$ cat src/rtl/dtc_pkg.sv
// Shared types and constants for the decision-tree class vote accumulator.
package dtc_pkg;

  localparam int NUM_CLASSES = 8;
  localparam int CLS_W       = 3;

  typedef enum logic [1:0] {
    ACC  = 2'd0,
    SCAN = 2'd1,
    OUT  = 2'd2
  } state_e;

  function automatic logic is_last_class(input logic [CLS_W-1:0] idx);
    return idx == CLS_W'(NUM_CLASSES - 1);
  endfunction

endpackage

$ cat src/rtl/dtc_vote_counter.sv
// One vote counter: synchronous clear wins over increment; never wraps because
// the owner stops accepting samples at the window size.
module dtc_vote_counter #(
  parameter int CNT_W = 5
) (
  input  logic             clk,
  input  logic             rst,
  input  logic             clr,
  input  logic             inc,
  output logic [CNT_W-1:0] count
);

  logic [CNT_W-1:0] count_r;

  // count register
  always_ff @(posedge clk or posedge rst) begin
    if (rst) begin
      count_r <= '0;
    end else if (clr) begin
      count_r <= '0;
    end else if (inc) begin
      count_r <= count_r + CNT_W'(1'b1);
    end
  end

  assign count = count_r;

endmodule

$ cat src/rtl/dtc_vote_acc.sv
// Majority vote over a window of classifier decisions: accumulate, scan the
// eight vote counters for the argmax, then hold the result until taken.
module dtc_vote_acc
  import dtc_pkg::*;
#(
  parameter int WINDOW = 16,
  parameter int CNT_W  = $clog2(WINDOW + 1)
) (
  input  logic             clk,
  input  logic             rst,
  input  logic             in_valid,
  input  logic [2:0]       in_class,
  output logic             in_ready,
  input  logic             flush,
  output logic             out_valid,
  input  logic             out_ready,
  output logic [2:0]       out_class,
  output logic [CNT_W-1:0] out_count,
  output logic [CNT_W-1:0] out_total
);

  state_e           state_r, state_nxt_s;
  logic [CNT_W-1:0] vote_s [NUM_CLASSES];
  logic [NUM_CLASSES-1:0] inc_s;
  logic [CNT_W-1:0] sample_cnt_r, cnt_nxt_s;
  logic [2:0]       scan_idx_r, best_cls_r, sel_cls_s;
  logic [CNT_W-1:0] best_cnt_r, cand_cnt_s, sel_cnt_s;
  logic             accept_s, close_s, take_s, better_s, scan_last_s;
  logic             in_ready_r, out_valid_r;
  logic [2:0]       out_class_r;
  logic [CNT_W-1:0] out_count_r, out_total_r;

  for (genvar i = 0; i < NUM_CLASSES; i++) begin : g_vote
    dtc_vote_counter #(.CNT_W(CNT_W)) u_cnt (
      .clk   (clk),
      .rst   (rst),
      .clr   (take_s),
      .inc   (inc_s[i]),
      .count (vote_s[i])
    );
  end

  // acceptance, window close and argmax compare
  always_comb begin
    accept_s    = in_valid && in_ready_r && (state_r == ACC);
    cnt_nxt_s   = sample_cnt_r + CNT_W'(accept_s);
    // a flush counts the sample accepted in the same cycle
    close_s     = (accept_s && (cnt_nxt_s == CNT_W'(WINDOW))) ||
                  (flush && (cnt_nxt_s != '0));
    take_s      = out_valid_r && out_ready;
    cand_cnt_s  = vote_s[scan_idx_r];
    // strict compare keeps the lowest class code on a tie
    better_s    = cand_cnt_s > best_cnt_r;
    sel_cnt_s   = better_s ? cand_cnt_s : best_cnt_r;
    sel_cls_s   = better_s ? scan_idx_r : best_cls_r;
    scan_last_s = is_last_class(scan_idx_r);
    inc_s       = '0;
    for (int i = 0; i < NUM_CLASSES; i++) begin
      inc_s[i] = accept_s && (in_class == 3'(i));
    end
  end

  // next-state decode
  always_comb begin
    state_nxt_s = state_r;
    case (state_r)
      ACC: begin
        if (close_s) state_nxt_s = SCAN;
        else         state_nxt_s = ACC;
      end
      SCAN: begin
        if (scan_last_s) state_nxt_s = OUT;
        else             state_nxt_s = SCAN;
      end
      OUT: begin
        if (take_s) state_nxt_s = ACC;
        else        state_nxt_s = OUT;
      end
      default: state_nxt_s = ACC;
    endcase
  end

  // state register
  always_ff @(posedge clk or posedge rst) begin
    if (rst) state_r <= ACC;
    else     state_r <= state_nxt_s;
  end

  // sample counter
  always_ff @(posedge clk or posedge rst) begin
    if (rst) begin
      sample_cnt_r <= '0;
    end else if (take_s) begin
      sample_cnt_r <= '0;
    end else if (accept_s) begin
      sample_cnt_r <= cnt_nxt_s;
    end
  end

  // scan index and running best
  always_ff @(posedge clk or posedge rst) begin
    if (rst) begin
      scan_idx_r <= 3'd0;
      best_cnt_r <= '0;
      best_cls_r <= 3'd0;
    end else if ((state_r == ACC) && close_s) begin
      scan_idx_r <= 3'd0;
      best_cnt_r <= '0;
      best_cls_r <= 3'd0;
    end else if (state_r == SCAN) begin
      scan_idx_r <= scan_idx_r + 3'd1;
      best_cnt_r <= sel_cnt_s;
      best_cls_r <= sel_cls_s;
    end
  end

  // registered handshake flags; out_valid trails entry to OUT by one cycle
  always_ff @(posedge clk or posedge rst) begin
    if (rst) begin
      in_ready_r  <= 1'b1;
      out_valid_r <= 1'b0;
    end else begin
      in_ready_r  <= (state_nxt_s == ACC);
      out_valid_r <= (state_r == OUT) && (state_nxt_s == OUT);
    end
  end

  // result registers, loaded as the last class is examined
  always_ff @(posedge clk or posedge rst) begin
    if (rst) begin
      out_class_r <= 3'd0;
      out_count_r <= '0;
      out_total_r <= '0;
    end else if ((state_r == SCAN) && scan_last_s) begin
      out_class_r <= sel_cls_s;
      out_count_r <= sel_cnt_s;
      out_total_r <= sample_cnt_r;
    end
  end

  assign in_ready  = in_ready_r;
  assign out_valid = out_valid_r;
  assign out_class = out_class_r;
  assign out_count = out_count_r;
  assign out_total = out_total_r;

endmodule
$ cat config.mk
export PLATFORM = sky130hd
export DESIGN_NAME = dtc_vote_acc
export DESIGN_NICKNAME = d
export VERILOG_FILES = /design/src/rtl/dtc_pkg.sv /design/src/rtl/dtc_vote_counter.sv /design/src/rtl/dtc_vote_acc.sv
export SDC_FILE = /design/constraint.sdc
export NUM_CORES = 1
export LEC_CHECK = 0
export ABC_CLOCK_PERIOD_IN_PS = 4100
export CAP_MARGIN = 20
export CORE_ASPECT_RATIO = 0.9
export CORE_UTILIZATION = 50
export CTS_CLUSTER_DIAMETER = 50
export DETAILED_ROUTE_END_ITERATION = 12
export PLACE_DENSITY = 0.69
export SLEW_MARGIN = 20
export SYNTH_ARGS = -nofsm -noshare
export SYNTH_HDL_FRONTEND = slang
export SYNTH_SLANG_ARGS = --single-unit
$ cat constraint.sdc
create_clock -name clk -period 4.1 [get_ports clk]
set_input_delay 0.82 -clock clk [delete_from_list [all_inputs] [get_ports clk]]
set_output_delay 0.82 -clock clk [all_outputs]
set_load 0.01 [all_outputs]
==> summary.txt <==
Power
  • Reg power frac: 0.385
  • Clock power frac: 0.223
  • Static Leak: 2.15 nW
  • P_int: 1.74 mW
  • Peak supply drop: 0.000286 V
  • Gate power share: 0.391
  • Sw Share: 0.380
  • Psw: 1.06 mW
  • Power density over the cells: 619 mW/mm^2

Logic synthesis
  • YS warnings: 0
  • Syn_nets: 387
  • Mapped Cells: 362
  • Yosys cell types: 48
  • Syn Area/Cell: 11.0 um^2
  • Register bit total from synthesis: 73
  • FFs w/ async S/R, synth: 1.00
  • Post-synth EDFFs: 0
  • Main synth FF type: dfrtp_1
  • Cell Area, Synth: 0.00399 mm^2
  • Register area share after synthesis: 0.458

Clock network
  • Worst-path clk slew: 0.08 ns
  • Sink Count: 73
  • Hold Buf Count CTS: 0
  • Quantity of gates resized following cts: 0
  • CTS Buf Count: 9
  • Clock buffer depth: 2
  • CTS root buf: clkbuf_8
  • Clk_lat worst skew: 0.35 ns
  • Setup bufs post-CTS: 0
  • CTS tree: done
  • Htree depth: 3

Floorplanning
  • Starting density of the core: 0.524
  • Core area: 0.00762 mm^2
  • FP Rows: 30
  • I/O pin count: 23
  • Chip height: 86.7 um
  • Chip width: 96.2 um
  • Die area: 0.00834 mm^2

Placement
  • PortBufs: 22
  • GPL Wtd Cong: 0.809
  • Dpl hpwl: 5.38 mm

Worst setup path
  • Crit path max-delay cell type: dfrtp_1
  • Reg2reg path depth: 8
  • Crit path arrival time: 3.72 ns
  • Critical Path End Type: flop
  • Critical Path Max Stage Delay: 0.74 ns
  • CP cell instances: mux4_1, mux2_4, ha_1, a21oi_1, o21ai_1, o21ai_2, and3_1, a211o_1
  • Setup crit start kind: flop
  • Worst Path Required: 4.33 ns
  • Setup CP Type: flop to flop
  • Max Fanout on Critical Path: 17

Cells and area
  • Area Overhead vs Synth: 13.4%
  • Final Net Count: 411
  • Layout cells sized above 1: 0.136
  • # diodes: 0

Timing
  • Final clock skew: 0.00986 ns
  • Fmax: 0.287 GHz
  • Final hold vios: 0
  • Setup tns final: 0 ns
  • Final period utilization: 0.850
  • Slew @ Worst Pin: 0.934 ns
  • Fin. max-slew vios: 0
  • Max-Slew Margin vs Limit: 0.377
  • Unrepaired setup endpoints after global routing: false
  • Hold WS: 0.482 ns
  • Tmin final: 3.48 ns
  • Final setup fails: 0

Drt
  • Antenna viol nets, final: 0
  • DR vias/cell: 5.59
  • Vias: 2720
  • WL final: 7.67 mm
  • 1st-iter DRT viols: 92
  • Wirelength per Cell: 15.7 um
  • Initial DRT Pass Iterations: 4
  • Remaining DRCs: 0

Worst hold path
  • Hold Path Depth: 2
  • Min-Delay Path Class: flop to flop

GRT
  • Total grt overflow: 0
  • Largest net degree at the start of global routing: 74
  • First-pass GRT wire length: 13.2 mm
  • Initial antenna violation count: 0
  • Total track usage: 0.212
  • Vias in the first global route: 2670

Outcome
  • Status: finished clean

Run
  • Maximum capacitance violations: 0
==> area by class of cell <==
type	count	area, um^2
Clock buffer	11	141
Fill cell	644	3100
Tap cell	96	120
Sequential cell	73	1830
Clock inverter	5	78.8
Multi-Input combinational cell	263	2050
Timing Repair Buffer	28	265
Inverter	11	41.3
==> flip-flops by register name, indices dropped and copies added (netlist names) <==
register and count:
g_vote.u_cnt.count 40, best_cnt_r 5, out_count 5, out_total 5
sample_cnt_r 5, best_cls_r 3, out_class 3, scan_idx_r 3
state_r 2, in_ready 1, out_valid 1
==> worst paths after layout <==
check,from,endpoint,slack (ns)
worst max-delay path,scan_idx_r[0]$_DFFE_PP0P_,best_cnt_r[1]$_DFFE_PP0P_,0.62
worst min-delay path,out_class[2]$_DFFE_PP0P_,out_class[2]$_DFFE_PP0P_,0.48
worst max register to register,scan_idx_r[0]$_DFFE_PP0P_,best_cnt_r[1]$_DFFE_PP0P_,0.62
worst min register to register,out_class[2]$_DFFE_PP0P_,out_class[2]$_DFFE_PP0P_,0.48
max in group asynchronous,rst,out_class[1]$_DFFE_PP0P_,2.42
min in group asynchronous,rst,out_total[0]$_DFFE_PP0P_,1.05
==> synthesized netlist by cell type, types with 6 or more instances <==
| master | n | area [um^2] |
|---|---|---|
| ha_1 | 17 | 213 |
| xor2_1 | 26 | 228 |
| mux2_2 | 9 | 101 |
| dfrtp_1 | 72 | 1800 |
| and3_1 | 7 | 43.8 |
| o21ai_0 | 7 | 35.0 |
| nor2_1 | 55 | 206 |
| inv_1 | 10 | 37.5 |
| clkbuf_1 | 7 | 26.3 |
| nand4_1 | 18 | 113 |
| mux2i_1 | 11 | 110 |
| a211o_1 | 8 | 70.1 |
| nand2_1 | 32 | 120 |
| xnor2_1 | 10 | 87.6 |
| a21oi_1 | 6 | 30.0 |
| o21ai_1 | 9 | 45.0 |
==> critical path: cells and delay by family, from the launching register on <==
kind	cells	cell delay [ns]
mux	2	0.92
simple gates	1	0.28
compound gates	4	1.12
flops	1	0.74
fa+ha+maj	1	0.32
==> layout by cell type, fill, tap and decap left out, drive strengths merged, types with 16 or more instances in the layout <==
master          n
xor2           26
o21ai          16
ha             17
nand2          32
clkdlybuf4s50  22
nor2           55
nand4          18
dfrtp          72
==> through the flow <==
| stage | total power, mW | setup slack, ns | instance area (um^2) | utilization | std cells |
|---|---|---|---|---|---|
| final | 2.80 | 0.616 | 4520 | 0.594 | 487 |
| after CTS | 2.81 | 0.349 | 4520 | 0.593 | 487 |
| after global placement | 2.14 | 0.508 | 4300 | 0.564 | 471 |
| after detailed placement | 2.17 | 0.373 | 4300 | 0.564 | 471 |
| after floorplan | 1.88 | 1.03 | 3990 | - | 362 |
| after global routing | 3.02 | 0.367 | 4520 | 0.594 | 487 |
==> power by group through the flow <==
| stage | Clock [mW] | Combinational [mW] | Sequential (mW) |
|---|---|---|---|
| after global routing | 0.671 | 1.24 | 1.11 |
| after global placement | 0 | 1.05 | 1.09 |
| after CTS | 0.637 | 1.09 | 1.08 |
| final | 0.625 | 1.10 | 1.08 |
| after detailed placement | 0 | 1.08 | 1.09 |
| after floorplan | 0 | 0.853 | 1.03 |
==> per-layer routing <==
metal / vias to the layer above / routed length [um] / track usage / part of all wire
li1: 1330 / - / - / -
met1: 1350 / 3700 / 0.296 / 0.48
met2: 30 / 3650 / 0.329 / 0.48
met3: 10 / 225 / 0.0579 / 0.029
met4: 0 / 87 / 0.0529 / 0.011
met5: - / 0 / 0 / 0
==> logic make-up (layout without fill, tap and decap cells) <==
logic type / count (synthesis) / count (layout) / synth area share
flip-flops: 73 / 73 / 0.458
multiplexers: 32 / 32 / 0.122
AND/OR/NAND/NOR: 134 / 134 / 0.184
AO/OA/AOI/OAI: 44 / 44 / 0.0746
adder cells (fa/ha/maj): 17 / 17 / 0.0533
buffers and inverters: 26 / 55 / 0.0295
XOR/XNOR: 36 / 36 / 0.0790
Note: power is estimated with default switching activity, not from simulation.
